<file path="src/rtl/disp_page_sched.sv">
// Page scheduler for the 8-digit display: maps two of four 16-bit sources onto the display halves.
// Optional timed rotation in AUTO is enabled by defining DISP_AUTO_ROTATE_EN.
module disp_page_sched #(
    parameter int unsigned HOLD_CYCLES = 200_000_000
) (
    input  logic        clk_100MHz_i,
    input  logic        rst_n,
    input  logic [63:0] src_val_i,
    input  logic [3:0]  src_upd_i,
    input  logic        btn_next_i,
    input  logic        freeze_i,
    output logic [15:0] cnt_val_1_o,
    output logic [15:0] cnt_val_2_o,
    output logic        page_o,
    output logic        pinned_o,
    output logic [3:0]  upd_flag_o
);

    localparam int unsigned CW = (HOLD_CYCLES > 2) ? $clog2(HOLD_CYCLES) : 1;
    localparam logic [CW-1:0] CNT_LAST = CW'(HOLD_CYCLES - 1);

    typedef enum logic [1:0] {
        S_AUTO,
        S_PINNED,
        S_FROZEN
    } state_t;

    state_t        state_q, state_d;
    logic [CW-1:0] cnt_q, cnt_d;
    logic          page_q, page_d;
    logic          pend_q, pend_d;
    logic          pinned_q, pinned_d;
    logic [3:0]    flag_q, flag_d;
    logic [15:0]   val1_q, val1_d;
    logic [15:0]   val2_q, val2_d;

    logic          was_frozen;
    state_t        base_state;
    logic [CW-1:0] base_cnt;
    logic [CW-1:0] cnt_inc;
    logic          expiry;
    logic [3:0]    other_upd;
    logic [3:0]    clr_mask;

    // NOTE: every variable gets a default first, so no path through the decision tree can infer a latch.
    always_comb begin
        state_d  = state_q;
        cnt_d    = cnt_q;
        page_d   = page_q;
        pend_d   = pend_q;
        val1_d   = val1_q;
        val2_d   = val2_q;

        // Leaving FROZEN behaves like a fresh AUTO cycle with the counter at zero.
        was_frozen = (state_q == S_FROZEN);
        base_state = was_frozen ? S_AUTO : state_q;
        base_cnt   = was_frozen ? '0 : cnt_q;
        expiry     = (base_cnt == CNT_LAST);
        cnt_inc    = expiry ? '0 : base_cnt + CW'(1);

        // Only updates for the page not currently shown are of interest.
        other_upd = page_q ? {2'b00, src_upd_i[1:0]} : {src_upd_i[3:2], 2'b00};

        if (freeze_i) begin
            state_d = S_FROZEN;
        end else begin
            state_d = base_state;
            cnt_d   = was_frozen ? '0 : cnt_inc;
            pend_d  = was_frozen ? 1'b0 : pend_q;

            if (btn_next_i) begin
                page_d  = ~page_q;
                cnt_d   = '0;
                state_d = S_AUTO;
                pend_d  = 1'b0;
            end else if (|other_upd) begin
                if (base_state == S_AUTO) begin
                    page_d  = ~page_q;
                    cnt_d   = '0;
                    state_d = S_PINNED;
                    pend_d  = 1'b0;
                end else begin
                    pend_d = 1'b1;
                end
            end else if (base_state == S_PINNED) begin
                if (expiry) begin
                    if (pend_q) begin
                        page_d = ~page_q;
                        pend_d = 1'b0;
                    end else begin
                        state_d = S_AUTO;
                    end
                end
            end else begin
`ifdef DISP_AUTO_ROTATE_EN
                if (expiry) begin
                    page_d = ~page_q;
                end
`else
                cnt_d = '0;
`endif
            end

            val1_d = page_d ? src_val_i[47:32] : src_val_i[15:0];
            val2_d = page_d ? src_val_i[63:48] : src_val_i[31:16];
        end

        pinned_d = (state_d == S_PINNED);

        // A source that becomes visible this cycle loses its flag even if it was set this cycle.
        clr_mask = '0;
        if (page_d != page_q) begin
            clr_mask = page_d ? 4'b1100 : 4'b0011;
        end
        flag_d = (flag_q | other_upd) & ~clr_mask;
    end

    // NOTE: sequential state uses non-blocking assignments so every flop samples pre-edge values.
    always_ff @(posedge clk_100MHz_i or negedge rst_n) begin
        if (!rst_n) begin
            state_q  <= S_AUTO;
            cnt_q    <= '0;
            page_q   <= 1'b0;
            pend_q   <= 1'b0;
            pinned_q <= 1'b0;
            flag_q   <= '0;
            val1_q   <= '0;
            val2_q   <= '0;
        end else begin
            state_q  <= state_d;
            cnt_q    <= cnt_d;
            page_q   <= page_d;
            pend_q   <= pend_d;
            pinned_q <= pinned_d;
            flag_q   <= flag_d;
            val1_q   <= val1_d;
            val2_q   <= val2_d;
        end
    end

    assign cnt_val_1_o = val1_q;
    assign cnt_val_2_o = val2_q;
    assign page_o      = page_q;
    assign pinned_o    = pinned_q;
    assign upd_flag_o  = flag_q;

endmodule

</file>
<file path="config.mk">
export PLATFORM = sky130hd
export DESIGN_NAME = disp_page_sched
export DESIGN_NICKNAME = d
export VERILOG_FILES = /design/src/rtl/disp_page_sched.sv
export SDC_FILE = /design/constraint.sdc
export NUM_CORES = 1
export LEC_CHECK = 0
export BUFFER_PORTS_ARGS = -buffer_cell sky130_fd_sc_hd__buf_4
export CORE_MARGIN = 8
export CORE_UTILIZATION = 30
export DETAILED_ROUTE_END_ITERATION = 16
export PLACE_DENSITY = 0.63
export SYNTH_ARGS = -nofsm -noshare
export SYNTH_HDL_FRONTEND = slang
export SYNTH_SLANG_ARGS = --single-unit
export TNS_END_PERCENT = 50
</file>
<file path="constraint.sdc">
create_clock -name clk_100MHz_i -period 2.23 [get_ports clk_100MHz_i]
set_input_delay 0.223 -clock clk_100MHz_i [delete_from_list [all_inputs] [get_ports clk_100MHz_i]]
set_output_delay 0.223 -clock clk_100MHz_i [all_outputs]
set_load 0.005 [all_outputs]
</file>
After elaboration in Yosys (flattened, before gate mapping)
Cells that the tools add are included.
{ "word_totals": {"register_bits": 69, "latch_bits": 0, "mem_bits_rw": 0, "romBits": 0, "inputBits": 72, "wordCells": 55, "mem_count": 0} }
{ "classes": {"add_sub_neg": 1, "mul": 0, "div": 0, "n_lt_le_gt_ge": 0, "eq_ne": 5, "shift": 0, "muxes": 35, "bitwise": 4, "n_reduce_logical": 2} }
{ "ops": {"columns": ["op", "count"], "rows": [
  ["$mux 28", 7],
  ["$mux 16", 2],
  ["$add 28x1->28 const B", 1],
  ["$eq 28x28->1 const B", 1],
  ["$mux 2", 8],
  ["$mux 1", 15],
  ["$mux 4", 3],
  ["$and 4x4->4", 1],
  ["$eq 2x1->1 const B", 2],
  ["$not 4->4", 1],
  ["$or 4x4->4", 1],
  ["$reduce_or 4->1", 1],
  ["$eq 2x2->1 const B", 1],
  ["$logic_not 2->1", 1],
  ["$ne 1x1->1", 1],
  ["$not 1->1", 1]
]} }

Logic depth before layout (Yosys ltp)
{ "depth": {"depth_word": 13, "ltp_mapped": 11, "ltp_nobuf": 8} }

Worst setup path after synthesis
No wires, ideal clock.
{ "synth_timing": {"path_type": "reg2reg", "start": "register state_q[0]", "end": "register val2_q[10] (netlist: cnt_val_2_o[10])", "arrival_time_ps": 2242, "path_slack_ps": -153, "path_stages_with_launch": 12, "period_less_slack_ps": 2383, "cell_sequence": "dfrtp_1 > buf_4 > nand2b_4 > buf_4 > and2_1 > ha_1 > nand3_2 > or3_1 > o21a_1 > buf_2 > o21ai_1 > a31oi_1"} }
{ "synth_between": {"elab_chain_len": 9, "elab_cells_between_ends": 13, "classes_between": "eq/ne (3); mux (9); reduce/logical (1)"} }
{ "synth_lines": {"columns": ["item", "line", "rtl"], "rows": [
  ["start, declared", "28", "state_t state_q, state_d;"],
  ["start signal, assigned", "130", "state_q <= state_d;"],
  ["$eq 2x2->1", "55", "was_frozen = (state_q == S_FROZEN);"],
  ["$mux 28", "57", "base_cnt = was_frozen ? '0 : cnt_q;"],
  ["$eq 28x28->1", "58", "expiry = (base_cnt == CNT_LAST);"],
  ["$mux 1", "86", "if (expiry) begin"],
  ["$mux 1", "85", "end else if (base_state == S_PINNED) begin"],
  ["$mux 1 *", "76", "end else if (|other_upd) begin"],
  ["$mux 1 *", "71", "if (btn_next_i) begin"],
  ["$mux 1 *", "64", "if (freeze_i) begin"],
  ["$mux 16 *", "105", "val2_d = page_d ? src_val_i[63:48] : src_val_i[31:16];"],
  ["end signal, assigned", "137", "val2_q <= val2_d;"],
  ["end, declared", "35", "logic [15:0] val2_q, val2_d;"]
]} }
Every way passes the cells marked *; elsewhere a longest branch is shown, timed or not. The select of a mux whose other input is x is not followed.
A chain may end at the register's enable or synchronous reset.

Worst setup path after layout
{ "layout_timing": {"start": "register state_q[1]", "end": "register val2_q[7] (netlist: cnt_val_2_o[7])"} }
Same word-level chain as after synthesis.

==> qor.yml <==
final_layout:
  syn2layout_area_growth_pct: 38.89
  final_common_cell: "buf_4"
  drive_gt1_frac: 0.3234
  final_cells: 707
  nets: 606
  final.fill_count: 1275
  most-common-layout-cells: "buf_4 (125), dfrtp_1 (68), nand3_1 (48)"
  n_antenna_cell: 0
clock_tree:
  cts.clk_slew.worst_paths_ns: 0.05
  hold_buffers: 0
  cts_buffers: 9
  clk_root_buffer_cell: "clkbuf_16"
  cts_buffer_depth: 2
  cts_tree: "yes"
  cts_resized: 0
  cts.sinks: 69
  post_cts_buffers: 0
  insertion_delay_ns: 0.33
  cts_max_level: 3
logic_synthesis:
  ys.flop_type: "dfrtp_1"
  synth_edf_count: 0
  synth.avg_cell_area_sq_um: 8.947
  synth-seq-area-share: 0.4606
  synthCells: 419
  synth_area_sq_mm: 0.003749
  async_flop_share: 1.000
  yosysUniqueCellTypes: 56
  ys_seq_elements: 69
  yosys_warnings: 0
  synth_nets: 492
power:
  pwr_density_cell_mw_per_mm2: 856.3
  leakage_nw: 2.257
  total_power_w: 0.004458
  ir_worst_vdd_mv: 0.4597
sta:
  drv_slew: 0
  finalCritPeriodShare: 0.9571
  fin_skew_ns: 0.007089
  rsz0062_at_grt: "true"
  hold_viol: 2
  fmax_mhz: 468.5
  worst_slack_ns: 0.09563
  slew_headroom: 0.4075
  worstMarginPinSlew_ns: 0.8888
  hold_ws_ns: -0.004335
  period_minus_slack_ns: 2.134
  finalSetupViolCount: 0
global_route:
  grt_pass1_vias: 3665
  grt.total_usage: 0.1372
  grt_pass1_wl_microns: 18170
  grt_antenna_before_repair: 0
  globalRouteOverflowTotal: 0
  grt_max_degree: 70
critical_path:
  cp_data_required_time_ns: 2.43
  critPathMaxFanout: 32
  critPathKind: "reg -> reg"
  cpMaxStageDelayCell: "or3_4"
  critPathMaxStageDelay_ns: 0.43
  worst_setup_path_end_kind: "register"
  critical_path_arrival_ns: 2.33
  cp_cell_sequence: "nand2b_4, and2_4, ha_4, nand3_4, or3_4, o21a_1, buf_12, o21ai_1, a31oi_1"
  critPathLaunchType: "register"
placed_design:
  dp.cells: 694
  place_worst_setup_slack_ns: 0.03857
  gp_congestion: 0.7939
  port_buffers: 109
  dp_hpwl_microns: 7601
die:
  fp.dieArea_sq_mm: 0.01633
  die_y_microns: 127.8
  start_util: 0.3020
  coreArea_sq_mm: 0.01241
  die_x_microns: 127.8
  io_pins: 110
  std_cell_rows: 41
route:
  drt_wl_total_microns: 10750
  final_antenna_net_count: 0
  firstDrtPassIters: 4
  wl_per_cell_microns: 15.20
  drt_iter0_drc: 188
  drc: 0
  vias: 3535
  vias_per_cell: 5.000
flow_run:
  maxCapViolCount: 0
status:
  violations: "hold timing"
  outcome: "complete, but fails checks"
hold_path:
  hp-class: "in -> async"
synth_stat cells (2+ instances only):
cell type | n | area share
buf_6 | 2 | 0.0060
nand3_1 | 48 | 0.064
a22o_1 | 6 | 0.014
o21ai_1 | 41 | 0.055
xor2_1 | 5 | 0.012
nand2_1 | 19 | 0.019
nor4_1 | 2 | 0.0033
a31oi_1 | 35 | 0.058
nor3b_1 | 2 | 0.0040
a32o_1 | 2 | 0.0053
or2_2 | 2 | 0.0033
and2_1 | 8 | 0.013
nor4_2 | 2 | 0.0067
nand4_1 | 10 | 0.017
nor2_1 | 45 | 0.045
dfrtp_1 | 69 | 0.46
o31ai_1 | 2 | 0.0040
and4_1 | 2 | 0.0047
o21a_1 | 2 | 0.0040
a21o_1 | 3 | 0.0060
inv_1 | 10 | 0.010
nor3_2 | 3 | 0.0080
a21oi_1 | 21 | 0.028
or3_1 | 5 | 0.0083
clkbuf_1 | 9 | 0.0090
o21ai_0 | 10 | 0.013
buf_2 | 13 | 0.017
xnor2_1 | 4 | 0.0093
buf_4 | 5 | 0.010
nor3_1 | 3 | 0.0040
mux2i_1 | 3 | 0.0080
nor3_4 | 2 | 0.0087
kinds of logic after synthesis:
kind of cell	Yosys count	share of synthesized area
buf+inv	41	0.05440
xor+xnor	9	0.02103
mux	3	0.008011
fa+ha+maj	1	0.003337
compound gates	133	0.2150
simple gates	163	0.2376
flops	69	0.4606
metal layers:
layer | up-vias | wire, microns | GRT usage
met4 | 0 | 108 | 0.05175
li1 | 1755 | - | -
met5 | - | 0 | 0
met1 | 1664 | 4826 | 0.1695
met3 | 7 | 1069 | 0.06822
met2 | 109 | 4741 | 0.2001
registers in the layout (all words and copies together) (netlist names):
signal and flops:
page_o 1, state_q 2, pend_q 1, upd_flag_o 4, cnt_val_2_o 16, pinned_o 1
cnt_val_1_o 16, cnt_q 28
through the flow:
step / hold WS, ns / util / TNS, ns / instance area (sq um)
after floorplan: -0.07259 / - / -0.2668 / 3790
after global placement: 0.4091 / 0.3971 / 0 / 4930
after detailed placement: 0.4216 / 0.3971 / 0 / 4930
after CTS: 0.05386 / 0.4176 / 0 / 5184
after global routing: 0.09778 / 0.4194 / -0.07993 / 5206
final: -0.004335 / 0.4194 / 0 / 5206
worst paths after layout:
path / start / depth (start not counted) / endpoint / slack (ns)
max in group asynchronous: rst_n / 1 / cnt_q[13] / 1.57
hold reg to reg: upd_flag_o[2] / 2 / upd_flag_o[2] / 0.51
setup reg to reg: state_q[1] / 9 / cnt_val_2_o[7] / 0.1
hold / removal: rst_n / 1 / cnt_val_2_o[6] / -0.004
min in group clk_100MHz_i: btn_next_i / 2 / state_q[1] / 0.11
setup / recovery: state_q[1] / 9 / cnt_val_2_o[7] / 0.1
area by class of cell:
cell class,count,area [sq um],share of cell area
Timing Repair Buffer,133,1099,0.2110
Clock buffer,10,239.0,0.04590
Sequential cell,69,1728,0.3319
Inverter,11,41.29,0.007931
Clock inverter,3,15.01,0.002884
Tap cell,172,215.2,0.04134
Multi-Input combinational cell,309,1869,0.3590
worst max-delay path, delay by kind of cell (launching register included):
kind / cells / cell delay (ns)
compound gates: 3 / 0.47
fa+ha+maj: 1 / 0.15
simple gates: 4 / 0.80
buf+inv: 1 / 0.17
flops: 1 / 0.40
report_power, final:
| part | internal, W | switching, W |
|---|---|---|
| sequential | 0.00150 | 0.000160 |
| combinational | 0.000774 | 0.000766 |
| clock | 0.000757 | 0.000499 |
Note: power is estimated with default switching activity, not from simulation.
